File: src/rtl/decoder_pkg.sv
// Shared types and helpers for the sequenced 2-to-4 decoder.
package decoder_pkg;

    localparam int unsigned CODE_W = 2;
    localparam int unsigned Y_W    = 4;

    typedef enum logic [1:0] {
        ST_IDLE  = 2'd0,
        ST_PASS  = 2'd1,
        ST_DRAIN = 2'd2,
        ST_SCAN  = 2'd3
    } state_e;

    // Binary code to one-hot, bit k set iff code == k.
    function automatic logic [Y_W-1:0] onehot4(input logic [CODE_W-1:0] code);
        return Y_W'(4'b0001 << code);
    endfunction

endpackage

File: src/rtl/sync_fifo.sv
// Small code FIFO; also exposes post-edge head/flags so the parent can register its outputs.
import decoder_pkg::*;

module sync_fifo #(
    parameter int unsigned DEPTH = 2
) (
    input  logic              clk,
    input  logic              rst_n,
    input  logic              push,
    input  logic [CODE_W-1:0] wdata,
    input  logic              pop,
    output logic              full,
    output logic              empty,
    output logic              full_nxt_c,
    output logic              empty_nxt_c,
    output logic [CODE_W-1:0] head_nxt_c
);

    localparam int unsigned AW = (DEPTH > 1) ? $clog2(DEPTH) : 1;
    localparam int unsigned CW = AW + 1;

    logic [CODE_W-1:0] mem_q [DEPTH];
    logic [AW-1:0]     wr_ptr_q;
    logic [AW-1:0]     rd_ptr_q;
    logic [AW-1:0]     rd_ptr_nxt;
    logic [CW-1:0]     count_q;
    logic [CW-1:0]     count_nxt;

    // Occupancy and head as they will be after this edge.
    always_comb begin
        count_nxt   = count_q + CW'(push) - CW'(pop);
        rd_ptr_nxt  = rd_ptr_q + AW'(pop);
        full_nxt_c  = (count_nxt == CW'(DEPTH));
        empty_nxt_c = (count_nxt == CW'(0));
        head_nxt_c  = '0;
        if (count_nxt != CW'(0)) begin
            // A lone surviving entry can only be the one being written now.
            if ((count_q == CW'(0)) || ((count_q == CW'(1)) && pop)) begin
                head_nxt_c = wdata;
            end else begin
                head_nxt_c = mem_q[rd_ptr_nxt];
            end
        end
    end

    always_ff @(posedge clk) begin
        if (!rst_n) begin
            wr_ptr_q <= '0;
            rd_ptr_q <= '0;
            count_q  <= '0;
            full     <= 1'b0;
            empty    <= 1'b1;
        end else begin
            if (push) begin
                mem_q[wr_ptr_q] <= wdata;
                wr_ptr_q        <= wr_ptr_q + AW'(1);
            end
            rd_ptr_q <= rd_ptr_nxt;
            count_q  <= count_nxt;
            full     <= full_nxt_c;
            empty    <= empty_nxt_c;
        end
    end

endmodule

File: src/rtl/decoder_2x4_seq.sv
// 2-to-4 decoder with buffered pass-through mode and a self-generated walking one-hot scan mode.
import decoder_pkg::*;

module decoder_2x4_seq #(
    parameter int unsigned DEPTH   = 2,
    parameter int unsigned DWELL_W = 4
) (
    input  logic               clk,
    input  logic               rst_n,
    input  logic               en,
    input  logic               scan,
    input  logic [DWELL_W-1:0] dwell,
    input  logic [CODE_W-1:0]  a,
    input  logic               in_valid,
    output logic               in_ready,
    output logic [Y_W-1:0]     y,
    output logic               out_valid,
    input  logic               out_ready,
    output logic               busy
);

    state_e             state_q;
    state_e             state_nxt;
    logic [CODE_W-1:0]  code_q;
    logic [CODE_W-1:0]  code_nxt;
    logic [DWELL_W-1:0] dwell_cnt_q;
    logic [DWELL_W-1:0] dwell_cnt_nxt;
    logic [DWELL_W-1:0] dwell_lat_q;
    logic [DWELL_W-1:0] dwell_lat_nxt;
    logic               in_ready_nxt;
    logic               out_valid_nxt;
    logic [Y_W-1:0]     y_nxt;
    logic               busy_nxt;

    logic               fifo_full;
    logic               fifo_empty;
    logic               fifo_full_nxt;
    logic               fifo_empty_nxt;
    logic [CODE_W-1:0]  fifo_head_nxt;
    logic               push;
    logic               pop;
    logic               out_hs;
    logic               fifo_mode;

    assign fifo_mode = (state_q == ST_PASS) || (state_q == ST_DRAIN);
    assign out_hs    = out_valid && out_ready;
    assign push      = in_valid && in_ready && !fifo_full;
    assign pop       = out_hs && fifo_mode && !fifo_empty;

    sync_fifo #(.DEPTH(DEPTH)) u_fifo (
        .clk         (clk),
        .rst_n       (rst_n),
        .push        (push),
        .wdata       (a),
        .pop         (pop),
        .full        (fifo_full),
        .empty       (fifo_empty),
        .full_nxt_c  (fifo_full_nxt),
        .empty_nxt_c (fifo_empty_nxt),
        .head_nxt_c  (fifo_head_nxt)
    );

    // Next state, scan counters and next registered outputs.
    always_comb begin
        state_nxt     = state_q;
        code_nxt      = code_q;
        dwell_cnt_nxt = dwell_cnt_q;
        dwell_lat_nxt = dwell_lat_q;
        in_ready_nxt  = 1'b0;
        out_valid_nxt = 1'b0;
        y_nxt         = '0;
        busy_nxt      = 1'b0;

        case (state_q)
            ST_IDLE: begin
                if (scan) begin
                    state_nxt = ST_SCAN;
                end else if (en) begin
                    state_nxt = ST_PASS;
                end
            end
            ST_PASS: begin
                if (scan || !en) begin
                    state_nxt = ST_DRAIN;
                end
            end
            ST_DRAIN: begin
                if (fifo_empty) begin
                    state_nxt = ST_IDLE;
                end
            end
            ST_SCAN: begin
                if (!scan && out_hs) begin
                    state_nxt = ST_IDLE;
                end
            end
            default: state_nxt = ST_IDLE;
        endcase

        if ((state_q != ST_SCAN) && (state_nxt == ST_SCAN)) begin
            code_nxt      = '0;
            dwell_cnt_nxt = '0;
            dwell_lat_nxt = dwell;
        end else if ((state_q == ST_SCAN) && out_hs) begin
            // Each code is repeated dwell+1 times before advancing.
            if (dwell_cnt_q == dwell_lat_q) begin
                dwell_cnt_nxt = '0;
                code_nxt      = code_q + CODE_W'(1);
            end else begin
                dwell_cnt_nxt = dwell_cnt_q + DWELL_W'(1);
            end
        end

        in_ready_nxt = (state_nxt == ST_PASS) && !fifo_full_nxt;
        busy_nxt     = (state_nxt != ST_IDLE);
        case (state_nxt)
            ST_PASS, ST_DRAIN: begin
                out_valid_nxt = !fifo_empty_nxt;
                y_nxt         = fifo_empty_nxt ? '0 : onehot4(fifo_head_nxt);
            end
            ST_SCAN: begin
                out_valid_nxt = 1'b1;
                y_nxt         = onehot4(code_nxt);
            end
            default: begin
                out_valid_nxt = 1'b0;
                y_nxt         = '0;
            end
        endcase
    end

    always_ff @(posedge clk) begin
        if (!rst_n) begin
            state_q     <= ST_IDLE;
            code_q      <= '0;
            dwell_cnt_q <= '0;
            dwell_lat_q <= '0;
            in_ready    <= 1'b0;
            out_valid   <= 1'b0;
            y           <= '0;
            busy        <= 1'b0;
        end else begin
            state_q     <= state_nxt;
            code_q      <= code_nxt;
            dwell_cnt_q <= dwell_cnt_nxt;
            dwell_lat_q <= dwell_lat_nxt;
            in_ready    <= in_ready_nxt;
            out_valid   <= out_valid_nxt;
            y           <= y_nxt;
            busy        <= busy_nxt;
        end
    end

endmodule

File: config.mk
export PLATFORM = sky130hd
export DESIGN_NAME = decoder_2x4_seq
export DESIGN_NICKNAME = d
export VERILOG_FILES = /design/src/rtl/decoder_pkg.sv /design/src/rtl/sync_fifo.sv /design/src/rtl/decoder_2x4_seq.sv
export SDC_FILE = /design/constraint.sdc
export NUM_CORES = 1
export LEC_CHECK = 0
export BUFFER_PORTS_ARGS = -buffer_cell sky130_fd_sc_hd__buf_2
export CORE_AREA = 4 4 64 66
export CTS_BUF_LIST = sky130_fd_sc_hd__clkbuf_8
export DETAILED_ROUTE_END_ITERATION = 10
export DIE_AREA = 0 0 68 70
export SYNTH_ARGS = -nofsm -noshare
export SYNTH_HDL_FRONTEND = slang
export SYNTH_HIERARCHICAL = 1
export SYNTH_SLANG_ARGS = --single-unit
File: constraint.sdc
create_clock -name clk -period 6 [get_ports clk]
set_input_delay 0.3 -clock clk [delete_from_list [all_inputs] [get_ports clk]]
set_output_delay 0.3 -clock clk [all_outputs]
set_load 0.02 [all_outputs]
# Yosys cells after proc, flatten, opt, wreduce, memory -nomap -nowiden
# Memory sizes are Yosys's and may differ from the RTL's.
# Cells that the tools add are included.
[totals]
regBits = 25
latchBits = 0
mem_bits_rw = 4
romBits = 0
inputBits = 12
out_inout_bits = 7
word_cells = 77
mem_count = 1
[memory_table]
columns = ["name", "words", "word_bits", "rd", "rd_clocked_by_memory_dff", "write_ports", "line", "rtl"]
rows = [
  ["u_fifo.mem_q", 2, 2, 1, 0, 1, "sync_fifo.sv:22", "logic [CODE_W-1:0] mem_q [DEPTH];"],
]
[op_classes]
add_sub_neg = 6
multipliers = 0
n_div = 0
n_lt_le_gt_ge = 0
eq_ne = 10
n_shift = 2
mux = 18
bitwise_logic = 1
reduce_logical = 26
[op_table]
columns = ["operator", "count"]
rows = [
  ["2-bit two-way mux", 10],
  ["2-bit == test (second input constant)", 5],
  ["1-bit logical AND", 10],
  ["4-bit two-way mux", 2],
  ["2-bit case mux with 4 select lines", 1],
  ["4-bit case mux with 2 select lines", 1],
  ["1-bit by 2-bit left shift with 4-bit output (first input constant)", 2],
  ["2-bit by 1-bit == test with 1-bit output (second input constant)", 3],
  ["1-bit zero test", 6],
  ["2-bit zero test", 3],
  ["4-bit by 1-bit adder with 4-bit output (second input constant)", 1],
  ["4-bit == test", 1],
  ["2-bit nonzero test", 2],
  ["2-bit OR reduction", 2],
  ["1-bit logical OR", 3],
  ["1-bit two-way mux", 3],
  ["2-bit by 1-bit adder with 2-bit output", 1],
  ["2-bit by 1-bit adder with 2-bit output (second input constant)", 1],
  ["2-bit inequality test (second input constant)", 1],
  ["1-bit case mux with 2 select lines", 1],
  ["2-bit by 1-bit subtractor with 2-bit output", 1],
  ["1-bit adder", 1],
  ["1-bit adder (second input constant)", 1],
  ["1-bit NOT", 1],
]

# Longest topological paths before layout
# Gate-level depths: netlist of the first run.
[logic_depth]
word_depth = 11
ltp_mapped = 12
mapped_depth_nobuf = 12

# Hierarchy
# Netlist of the first run, hierarchy kept.
[modules_own_cells]
columns = ["module", "n_inst", "cells_per_inst", "area_each_um2", "seq_area_each_um2"]
rows = [
  ["decoder_2x4_seq", 1, 106, 999.7, 380.4],
  ["sync_fifo", 1, 36, 454.2, 240.2],
]

# Worst setup path after synthesis of the first run
# OpenSTA, ideal clock, no wires.
[synth_path]
kind = "register to register"
startpoint = "register state_q[0]"
endpoint = "register y[0]"
setup_ps = 74
arrival_ps = 2660
t_required_ps = 5926
path_slack_ps = 3266
path_stages_with_launch = 13
n_path_buf = 0
synth_period_minus_slack_ps = 2734
cell_sequence = "dfxtp_1 > inv_1 > ha_1 > and4_1 > ha_1 > inv_1 > ha_1 > xor3_2 > nor2_2 > a211oi_1 > nor4_1 > o21ai_0 > a31oi_1"
[synth_between]
elab_cells_between_ends = 35
classes_between = "add/sub: 2; eq/ne: 7; shift: 2; mux: 12; reduce/logical: 11; memory: 1"
[synth_lines]
columns = ["item", "line", "rtl"]
rows = [
  ["from (decl)", "decoder_2x4_seq.sv:22", "state_e state_q;"],
  ["from (signal assigned)", "decoder_2x4_seq.sv:143", "state_q <= state_nxt;"],
  ["2-bit by 1-bit == test with 1-bit output / 2-bit == test (equally long branches)", "decoder_2x4_seq.sv:45", "assign fifo_mode = (state_q == ST_PASS) || (state_q == ST_DRAIN);"],
  ["1-bit logical OR *", "decoder_2x4_seq.sv:45", ""],
  ["1-bit logical AND * (2 in series)", "decoder_2x4_seq.sv:48", "assign pop = out_hs && fifo_mode && !fifo_empty;"],
  ["named net pop", "decoder_2x4_seq.sv:41", "logic pop;"],
  ["2-bit by 1-bit subtractor with 2-bit output *", "sync_fifo.sv:31", "count_nxt = count_q + CW'(push) - CW'(pop);"],
  ["2-bit zero test *", "sync_fifo.sv:34", "empty_nxt_c = (count_nxt == CW'(0));"],
  ["named net fifo_empty_nxt", "decoder_2x4_seq.sv:38", "logic fifo_empty_nxt;"],
  ["4-bit two-way mux *", "decoder_2x4_seq.sv:119", "y_nxt = fifo_empty_nxt ? '0 : onehot4(fifo_head_nxt);"],
  ["4-bit case mux with 2 select lines *", "decoder_2x4_seq.sv:116", "case (state_nxt)"],
  ["to (signal assigned)", "decoder_2x4_seq.sv:149", "y <= y_nxt;"],
  ["to (decl)", "decoder_2x4_seq.sv:16", "output logic [Y_W-1:0] y,"],
]
# Mark *: on every way through the listed nets, which the timed path passes. The rest lies on a longest branch.
# A chain may end at the register's enable or synchronous reset.

# Worst setup path after layout of the first run
# Same ends and word-level chain as after synthesis.

==> key figures, run 1 <==
Outcome
  – Status: complete, no violations

Die
  – Die width: 68 um
  – Core area: 3580 sq um
  – Num rows: 22
  – I/O pin cnt: 19
  – Initial Util: 40.6%
  – DIE HEIGHT: 70 um
  – Die area: 4760 sq um

Clocking
  – H-tree levels: 2
  – CTS Hold Bufs: 0
  – Setup Fix Bufs, Post-CTS: 0
  – Root Buffer: clkbuf_8
  – Post_cts resized: 0
  – Clk_lat worst skew: 0.28 ns
  – Clock sinks: 29
  – CTS tree: yes
  – Inserted Clock Buffers: 5
  – Clk slew on worst S/H paths: 0.07 ns
  – Max Buffers Root-to-Sink: 2

Global routing
  – Largest net degree at the start of global routing: 16
  – Global-route wire length before repair: 4.66 mm
  – Grt total ovfl: 0
  – Initial antenna violation count: 0
  – Vias in the first global route: 1036
  – Overall global routing resource usage: 13.3%

Power
  – Leakage: 0.758 nW
  – Pwr/cell area: 315 nW/um^2
  – Worst vdd ir: 0.000188 V

Cells and area
  – # diodes: 0
  – FF+latch area: 621 sq um
  – Area grow syn2layout: 17.6%
  – Final instance area: 1710 sq um
  – Multi-input gate area: 785 sq um
  – Layout cells sized above 1: 22.3%
  – Layout Utilization: 47.8%
  – Nets: 187
  – Fillers: 355

Critical path
  – Startpoint class of the critical path: flop
  – Worst path bufs/invs: 2
  – CP Cell Sequence: inv_1 -> ha_1 -> and4_1 -> ha_1 -> inv_1 -> ha_1 -> xor3_2 -> nor2_2 -> a211oi_1 -> nor4_1 -> o21ai_0 -> a31oi_1
  – Most used cell, CP: ha_1
  – Required @ worst endpoint: 6.21 ns
  – Critical path peak fanout: 6
  – CP delay by family, top: simple AND/OR/NAND/NOR gates
  – CP Data Arrival Time: 3.19 ns
  – Setup CP Type: reg -> reg
  – R2R Setup Slk: 3.02 ns
  – Worst setup EP type: flop
  – Slowest CP cell: xor3_2
  – Max stage delay on crit path: 0.45 ns

Logic synthesis
  – Yosys top cell area share: 34.4%
  – Synth top cells by count: dfxtp_1, nor2_1, ha_1, nor2b_1, inv_1
  – Distinct cells, synth: 41
  – Post-synth ARST share: 0%
  – Synth Flop Type: dfxtp_1
  – Syn. warnings: 6
  – Mapped Area: 1450 sq um
  – Synthesized Nets: 164
  – Mean Syn Cell Area: 10.2 sq um
  – Synth top area cells: dfxtp_1, ha_1, edfxtp_1
  – Synth Instances: 142
  – EDFF count, synth: 4
  – Cell taking the most area after synthesis: dfxtp_1
  – Most frequent cell after synthesis: dfxtp_1
  – Register area share after synthesis: 42.7%
  – Synth Register Bits: 29

STA
  – RSZ-0062 raised after global routing: no
  – Hold WS: 0.233 ns
  – Final Max Slew Viols: 0
  – Fmax: 0.336 GHz
  – Setup TNS: 0 ns
  – Max-slew headroom: 67.4%
  – Period utilization: 49.7%
  – Setup-failing EPs final: 0
  – Minimum setup slack in the final design: 3.02 ns
  – Slew at the pin closest to its max-slew limit: 0.489 ns
  – Minimum clock period: 2.98 ns
  – Final hold vios: 0
  – Worst Clk Skew: 0.00678 ns

Place
  – DP Area: 1590 sq um
  – IO buf count: 18
  – Final Wtd Congestion: 0.746
  – Post-detail-place hpwl: 2.15 mm
  – Pre-CTS setup slack: 3.03 ns

Drt
  – Final wirelength: 2.71 mm
  – DRC viols: 0
  – Routed len/inst: 12.6 um
  – Initial DRC count: 23
  – Via/cell ratio: 4.83
  – Remaining antenna violation count: 0
  – Drt pass-1 iters: 4
  – Via Count: 1034

Run
  – Max Cap Viol: 0

Min path
  – Hold Path Class: in -> reg
## metal layers
metal	vias up	global-route usage, %	part of all wire, %
li1	535	-	-
met1	476	16.5	45
met2	19	20.8	49
met3	4	4.34	4.9
met4	0	5.30	1.1
met5	-	0	0
## kinds of logic (layout without fill, tap and decap cells)
| logic type | count (synthesis) | in the layout | synth area share [%] |
|---|---|---|---|
| xor+xnor | 12 | 12 | 9.38 |
| simple gates | 58 | 58 | 23.7 |
| compound gates | 14 | 14 | 6.80 |
| flops | 29 | 29 | 42.7 |
| mux | 8 | 8 | 5.51 |
| fa+ha+maj | 10 | 10 | 8.61 |
| buf+inv | 11 | 35 | 3.36 |
## cells in the final DEF, fill, tap and decap left out, types with 3 or more instances in the layout
cell type | Yosys | routed
dfxtp_1 | 25 | 25
buf_2 | 0 | 18
nor2_1 | 12 | 12
nor2b_1 | 10 | 10
ha_1 | 10 | 10
inv_1 | 9 | 9
mux2i_1 | 8 | 8
xor2_1 | 7 | 7
clkbuf_8 | 0 | 6
nand3_1 | 5 | 5
nand2_1 | 4 | 4
and2_1 | 4 | 4
edfxtp_1 | 4 | 4
o21ai_0 | 3 | 3
a211oi_1 | 3 | 3
## final timing paths
kind                   from                 end  cells past startpoint
max              state_q[0]                y[0]                     12
max reg2reg      state_q[0]                y[0]                     12
min                    a[1]  u_fifo/mem_q[0][1]                      1
min reg2reg  dwell_lat_q[1]      dwell_lat_q[1]                      2
## power breakdown
part	switching [mW]	total, mW	internal [mW]
Clock	0.0737	0.209	0.135
Combinational	0.0643	0.108	0.0434
Sequential	0.0108	0.223	0.212
Total	0.149	0.539	0.390
## sequential cells by signal (all words and copies together), names as in the netlist, 2 cells and up
signal          count
u_fifo/count_q      2
code_q              2
y                   4
u_fifo/mem_q        4
state_q             2
dwell_cnt_q         4
dwell_lat_q         4
## metrics by stage
step | total power, mW | std cells
2_1_floorplan | 0.305 | 142
3_3_place_gp | 0.332 | 206
3_5_place_dp | 0.336 | 206
4_1_cts | 0.545 | 214
5_1_grt | 0.570 | 214
6_report | 0.539 | 214
## area by class of cell
type                            instances  share of cell area, %
Tap cell                               48                   3.51
Clock buffer                            6                   4.83
Sequential cell                        29                   36.3
Multi-Input combinational cell        102                   45.9
Clock inverter                          2                   2.20
Inverter                                9                   1.98
Timing Repair Buffer                   18                   5.27
No activity file was read; power rests on OpenSTA's default activity.
==> run 2, diff against run 1 <==
- ABC_AREA: not set -> 1
- CORE_AREA: 4 4 64 66 -> 4 4 65 67
- DIE_AREA: 0 0 68 70 -> 0 0 69 71
- clock period: 6 -> 2.5 ns (I/O delays scaled with it)
==> run 2 against run 1 <==
Largest cell class unchanged. Final area is 5.1% higher. Clock-buffer cell count stayed put. Clock skew hardly changed. Critical endpoint is now y[2]. Cell count is 31% higher.
==> key figures, run 2 <==
Outcome
  – Status: complete, no violations (unchanged)

Power
  – Leakage: 0.858 nW (was 0.758 nW)
  – Pwr/cell area: 702 nW/um^2 (was 315 nW/um^2)
  – Tot Pwr: 1.26 mW (was 0.539 mW)
  – Worst vdd ir: 0.000423 V (was 0.000188 V)

Place
  – Post-detail-place hpwl: 2.18 mm (was 2.15 mm)
  – Final Wtd Congestion: 0.806 (was 0.746)
  – Pre-CTS setup slack: 0.103 ns (was 3.03 ns)
  – IO buf count: 18 (unchanged)
  – DP Area: 1690 sq um (was 1590 sq um)

Die
  – Core area: 3630 sq um (was 3580 sq um)
  – Die area: 4900 sq um (was 4760 sq um)
  – Die width: 69 um (was 68 um)
  – I/O pin cnt: 19 (unchanged)
  – Num rows: 22 (unchanged)
  – Initial Util: 41.8% (was 40.6%)
  – DIE HEIGHT: 71 um (was 70 um)

Critical path
  – Worst path bufs/invs: 5 (was 2)
  – Critical path peak fanout: 4 (was 6)
  – Slowest CP cell: dfxtp_1 (was xor3_2)
  – Most used cell, CP: nor2_1 (was ha_1)
  – CP delay by family, top: buffers and inverters (was simple AND/OR/NAND/NOR gates)
  – Startpoint class of the critical path: flop (unchanged)
  – Setup CP Type: reg -> reg (unchanged)
  – Max stage delay on crit path: 0.31 ns (was 0.45 ns)
  – CP Cell Sequence: buf_4 -> ha_1 -> a22oi_1 -> inv_1 -> a21oi_1 -> nand2_1 -> a21oi_2 -> inv_1 -> ha_1 -> inv_2 -> nor2_1 -> inv_2 -> nand3_4 -> nand2_1 -> nor2_1 -> nor2_1 -> nor2_1 (was inv_1 -> ha_1 -> and4_1 -> ha_1 -> inv_1 -> ha_1 -> xor3_2 -> nor2_2 -> a211oi_1 -> nor4_1 -> o21ai_0 -> a31oi_1)
  – Worst setup EP type: flop (unchanged)
  – Required @ worst endpoint: 2.67 ns (was 6.21 ns)
  – CP Data Arrival Time: 2.44 ns (was 3.19 ns)

Logic synthesis
  – Mean Syn Cell Area: 7.41 sq um (was 10.2 sq um)
  – Synthesized Nets: 227 (was 164)
  – Yosys top cell area share: 32.9% (was 34.4%)
  – Synth Flop Type: dfxtp_1 (unchanged)
  – Mapped Area: 1520 sq um (was 1450 sq um)
  – Most frequent cell after synthesis: inv_1 (was dfxtp_1)
  – Post-synth ARST share: 0% (unchanged)
  – Synth top cells by count: inv_1, nand2_1, dfxtp_1 (was dfxtp_1, nor2_1, ha_1, nor2b_1, inv_1)
  – Synth top area cells: dfxtp_1, inv_1, nand2_1 (was dfxtp_1, ha_1, edfxtp_1)
  – Syn. warnings: 6 (unchanged)
  – Synth Instances: 205 (was 142)
  – Register area share after synthesis: 40.9% (was 42.7%)
  – Distinct cells, synth: 26 (was 41)
  – Synth Register Bits: 29 (unchanged)
  – Cell taking the most area after synthesis: dfxtp_1 (unchanged)
  – EDFF count, synth: 4 (unchanged)

Drt
  – Via/cell ratio: 4.43 (was 4.83)
  – Met2 routed WL: 1.27 mm (was 1.33 mm)
  – Highest metal used: met4 (unchanged)
  – Drt pass-1 iters: 4 (unchanged)
  – Routed len/inst: 9.92 um (was 12.6 um)
  – Initial DRC count: 28 (was 23)
  – Final wirelength: 2.79 mm (was 2.71 mm)
  – DRC viols: 0 (unchanged)
  – Remaining antenna violation count: 0 (unchanged)
  – Via Count: 1245 (was 1034)
  – Routed met3 length: 95 um (was 133 um)
  – M1 WL: 1.39 mm (was 1.22 mm)

Cells and area
  – # diodes: 0 (unchanged)
  – Commonest non-fill, non-tap cell in the layout: inv_1 (was dfxtp_1)
  – Area grow syn2layout: 18.3% (was 17.6%)
  – Final instance area: 1800 sq um (was 1710 sq um)
  – Nets: 255 (was 187)
  – Most frequent cells in the layout: inv_1, nand2_1, dfxtp_1 (was dfxtp_1, buf_2, nor2_1)
  – Layout cells sized above 1: 21.9% (was 22.3%)
  – Fillers: 389 (was 355)

STA
  – Fmax: 0.439 GHz (was 0.336 GHz)
  – Max-slew headroom: 80.3% (was 67.4%)
  – RSZ-0062 raised after global routing: no (unchanged)
  – Final Max Slew Viols: 0 (unchanged)
  – Worst Clk Skew: 0.00700 ns (was 0.00678 ns)
  – Minimum clock period: 2.28 ns (was 2.98 ns)
  – Final hold vios: 0 (unchanged)
  – Slew at the pin closest to its max-slew limit: 0.293 ns (was 0.489 ns)
  – Minimum setup slack in the final design: 0.223 ns (was 3.02 ns)
  – Period utilization: 91.1% (was 49.7%)
  – Setup TNS: 0 ns (unchanged)
  – Setup-failing EPs final: 0 (unchanged)
  – Hold WS: 0.0584 ns (was 0.233 ns)

Clocking
  – Clk_lat worst skew: 0.28 ns (about the same)
  – CTS tree: yes (unchanged)
  – CTS Hold Bufs: 0 (unchanged)
  – Clk slew on worst S/H paths: 0.06 ns (was 0.07 ns)
  – Inserted Clock Buffers: 5 (unchanged)
  – Root Buffer: clkbuf_8 (unchanged)
  – Max Buffers Root-to-Sink: 2 (unchanged)
  – Clock sinks: 29 (unchanged)
  – H-tree levels: 2 (unchanged)

Global routing
  – Grt total ovfl: 0 (unchanged)
  – Overall global routing resource usage: 11.9% (was 13.3%)
  – Global-route wire length before repair: 4.76 mm (was 4.66 mm)
  – Vias in the first global route: 1136 (was 1036)
  – Largest net degree at the start of global routing: 11 (was 16)
  – Initial antenna violation count: 0 (unchanged)

Min path
  – Hold Path Class: in -> reg (unchanged)

Run
  – Max Cap Viol: 0 (unchanged)
## run 2: cell types whose count changed after synthesis, sizes merged, moves of 5 or more
| cell | before | now |
|---|---|---|
| xor2 | 7 | 2 |
| nand3 | 6 | 11 |
| nor2b | 11 | 0 |
| and2 | 5 | 0 |
| inv | 9 | 44 |
| nor2 | 14 | 24 |
| mux2i | 8 | 0 |
| nand2 | 4 | 51 |
| a21oi | 1 | 15 |
## run 2: layout make-up
type                    count  area [sq um]  share of cell area (%)
clock buffers               6          82.6                    4.60
clock inverters             1          3.75                   0.209
well taps                  48          60.1                    3.34
inverters                  45           169                    9.40
repair buffers             22           120                    6.69
multi-input cells         130           739                    41.2
flip-flops and latches     29           622                    34.6
## run 2: final timing paths
check,cells after the start,to,start,slack [ns]
setup / recovery,17,y[2],state_q[1],0.22
setup reg to reg,17,y[2],state_q[1],0.22
hold reg to reg,2,u_fifo/wr_ptr_q,u_fifo/wr_ptr_q,0.47
hold / removal,1,u_fifo/mem_q[1][1],a[1],0.06
## run 2: kinds of logic after synthesis
kind of cell / Yosys count / share of synthesized area (%)
AOI/OAI and AO/OA: 24 / 9.06
DFF: 29 / 40.9
adders and majority gates: 10 / 8.24
and+or+nand+nor: 94 / 29.2
xor gates and xnor gates: 2 / 1.15
buffers and inverters: 46 / 11.4
## run 2: through the flow
step | util, % | instances
after floorplan | - | 205
after global placement | 46.4 | 273
after detailed placement | 46.4 | 273
final | 49.4 | 281
after global routing | 49.4 | 281
after CTS | 48.8 | 280
## run 2: layer usage
layer | vias to the layer above | global-route usage, %
met2 | 12 | 18.8
met4 | 0 | 4.56
met3 | 4 | 4.40
met1 | 542 | 15.0
li1 | 687 | -
met5 | - | 0
## run 2: where the power goes
| group | switching, mW | internal (mW) |
|---|---|---|
| sequential | 0.0208 | 0.519 |
| clock | 0.167 | 0.214 |
| combinational | 0.220 | 0.119 |
## run 2: timing repair
action / in CTS / in global routing
gates resized for setup: 0 / 6
setup buffers: 0 / 1
endpoints found under the hold margin: 0 / 0
setup endpoints to repair: 0 / 10
==> run 3, diff against run 2 <==
- CORE_AREA: 4 4 65 67 -> 4 4 90 50
- DIE_AREA: 0 0 69 71 -> 0 0 94 54
==> run 3 against run 2 <==
Sequential share of layout area barely moved. Worst setup slack lost 0.035 ns. Register-to-register slack got worse by 0.03 ns. Cell count is 2.8% higher. Core utilization down 1.2 points. Sequential cell count did not move. Routed wire length up 13%. Sequential power is essentially flat. Non-clock buffer count is 1 higher. Combinational power up 3%. Critical path depth down 1. Critical path type unchanged. Highest routed layer unchanged.
==> key figures, run 3 (same netlist as run 2, synthesis figures left out) <==
Place
  – Post-detail-place hpwl: 2.43 mm (was 2.18 mm)
  – Final Wtd Congestion: 0.860 (was 0.806)
  – IO buf count: 18 (unchanged)

Die
  – Initial Util: 40.8% (was 41.8%)
  – Num rows: 16 (was 22)
  – I/O pin cnt: 19 (unchanged)
  – DIE HEIGHT: 54 um (was 71 um)
  – Die width: 94 um (was 69 um)
  – Die area: 5080 sq um (was 4900 sq um)
  – Core area: 3720 sq um (was 3630 sq um)

Global routing
  – Global-route wire length before repair: 5.35 mm (was 4.76 mm)
  – Largest net degree at the start of global routing: 11 (unchanged)
  – Vias in the first global route: 1146 (was 1136)
  – Overall global routing resource usage: 14.5% (was 11.9%)
  – Grt total ovfl: 0 (unchanged)
  – Initial antenna violation count: 0 (unchanged)

STA
  – Slew at the pin closest to its max-slew limit: 0.426 ns (was 0.293 ns)
  – Final hold vios: 0 (unchanged)
  – Fmax: 0.433 GHz (was 0.439 GHz)
  – Period utilization: 92.5% (was 91.1%)
  – Final Max Slew Viols: 0 (unchanged)
  – Worst Clk Skew: 0.00615 ns (was 0.00700 ns)
  – Max-slew headroom: 71.4% (was 80.3%)
  – Minimum clock period: 2.31 ns (was 2.28 ns)
  – Setup-failing EPs final: 0 (unchanged)
  – Setup TNS: 0 ns (unchanged)

Cells and area
  – Commonest non-fill, non-tap cell in the layout: inv_1 (unchanged)
  – Most frequent cells in the layout: inv_1, nand2_1, dfxtp_1 (unchanged)
  – # diodes: 0 (unchanged)
  – Layout cells sized above 1: 22.6% (was 21.9%)
  – Area grow syn2layout: 18.2% (was 18.3%)
  – Nets: 256 (was 255)
  – Layout Utilization: 48.2% (was 49.4%)

Critical path
  – Worst setup EP type: flop (unchanged)
  – Slowest CP cell: dfxtp_1 (unchanged)
  – R2R Setup Slk: 0.19 ns (was 0.22 ns)
  – Setup CP Type: reg -> reg (unchanged)
  – Startpoint class of the critical path: flop (unchanged)
  – CP Cell Sequence: buf_4 -> ha_1 -> a22oi_1 -> inv_1 -> a21oi_1 -> nand2_1 -> a21oi_2 -> inv_1 -> ha_1 -> inv_2 -> nor2_1 -> inv_2 -> nand3_2 -> nor2_2 -> nand2_1 -> a21oi_1 (was buf_4 -> ha_1 -> a22oi_1 -> inv_1 -> a21oi_1 -> nand2_1 -> a21oi_2 -> inv_1 -> ha_1 -> inv_2 -> nor2_1 -> inv_2 -> nand3_4 -> nand2_1 -> nor2_1 -> nor2_1 -> nor2_1)
  – Required @ worst endpoint: 2.72 ns (was 2.67 ns)
  – Max stage delay on crit path: 0.31 ns (about the same)
  – Worst path bufs/invs: 5 (unchanged)
  – Critical path peak fanout: 4 (unchanged)
  – CP delay by family, top: compound AO/OA/AOI/OAI gates (was buffers and inverters)
  – CP Data Arrival Time: 2.53 ns (was 2.44 ns)

Clocking
  – Root Buffer: clkbuf_8 (unchanged)
  – Clk_lat worst skew: 0.28 ns (about the same)
  – Inserted Clock Buffers: 5 (unchanged)
  – Max Buffers Root-to-Sink: 2 (unchanged)
  – Clk slew on worst S/H paths: 0.06 ns (about the same)
  – Clock sinks: 29 (unchanged)
  – CTS tree: yes (unchanged)
  – CTS Hold Bufs: 0 (unchanged)
  – H-tree levels: 2 (unchanged)

Power
  – Pwr/cell area: 700 nW/um^2 (was 702 nW/um^2)
  – Leakage: 0.863 nW (was 0.858 nW)
  – Worst vdd ir: 0.000251 V (was 0.000423 V)

Drt
  – Initial DRC count: 56 (was 28)
  – Remaining antenna violation count: 0 (unchanged)
  – Routed len/inst: 10.9 um (was 9.92 um)
  – Via/cell ratio: 4.27 (was 4.43)
  – Via Count: 1233 (was 1245)
  – Final wirelength: 3.15 mm (was 2.79 mm)
  – Drt pass-1 iters: 4 (unchanged)
  – DRC viols: 0 (unchanged)

Run
  – Max Cap Viol: 0 (unchanged)

Min path
  – Hold Path Class: in -> reg (unchanged)

Outcome
  – Status: complete, no violations (unchanged)
==> run 3: power by group <==
| part | total, mW | switching [mW] | leakage, nW | internal, mW |
|---|---|---|---|---|
| combinational | 0.351 | 0.226 | 0.574 | 0.125 |
| sequential | 0.538 | 0.0194 | 0.240 | 0.518 |
| clock | 0.369 | 0.181 | 0.0491 | 0.188 |
==> run 3: worst paths after layout <==
check | cells after the start | to | startpoint
setup / recovery | 16 | y[3] | state_q[1]
hold / removal | 1 | u_fifo/mem_q[0][1] | a[1]
setup reg to reg | 16 | y[3] | state_q[1]
hold reg to reg | 2 | dwell_lat_q[2] | dwell_lat_q[2]
==> run 3: what timing repair did <==
item / CTS / global route
setup buffers: 0 / 1
gates resized for setup: 0 / 4
setup endpoints to repair: 0 / 12
hold endpoints to repair: 0 / 0
==> run 3: worst register-to-register path, stage by stage, from the launching register on <==
cell     delay [ns]
dfxtp_1        0.31
buf_4          0.14
ha_1           0.21
a22oi_1        0.16
inv_1          0.08
a21oi_1        0.12
nand2_1        0.08
a21oi_2        0.19
inv_1          0.09
ha_1           0.23
inv_2          0.09
nor2_1         0.05
inv_2          0.09
nand3_2        0.12
nor2_2         0.12
nand2_1        0.06
a21oi_1        0.11
==> run 3: through the flow <==
stage | std cells | instance area (sq um) | hold WS [ns] | power [mW] | setup WS (ns)
global placement | 280 | 1700 | 0.344 | 0.887 | 0.111
global route | 289 | 1800 | 0.0502 | 1.35 | -0.00656
floorplan | 205 | 1520 | 0.194 | 0.791 | 0.195
detailed placement | 280 | 1700 | 0.342 | 0.883 | 0.100
finish | 289 | 1800 | 0.0576 | 1.26 | 0.189
CTS | 288 | 1780 | 0.0444 | 1.26 | 0.0530
==> run 3: layer usage <==
metal	wire length, um	vias up	GRT usage, %
met3	188	5	5.45
met5	0	-	0
met4	48	0	7.19
li1	-	686	-
met1	1960	514	22.6
met2	949	28	16.1
==> run 3: final cells by class <==
cell class              count  area, sq um
inverters                  45          169
well taps                  54         67.6
fillers                   383         1930
clock buffers               5         68.8
flip-flops and latches     29          622
multi-input cells         130          727
repair buffers             23          128
clock inverters             3         13.8
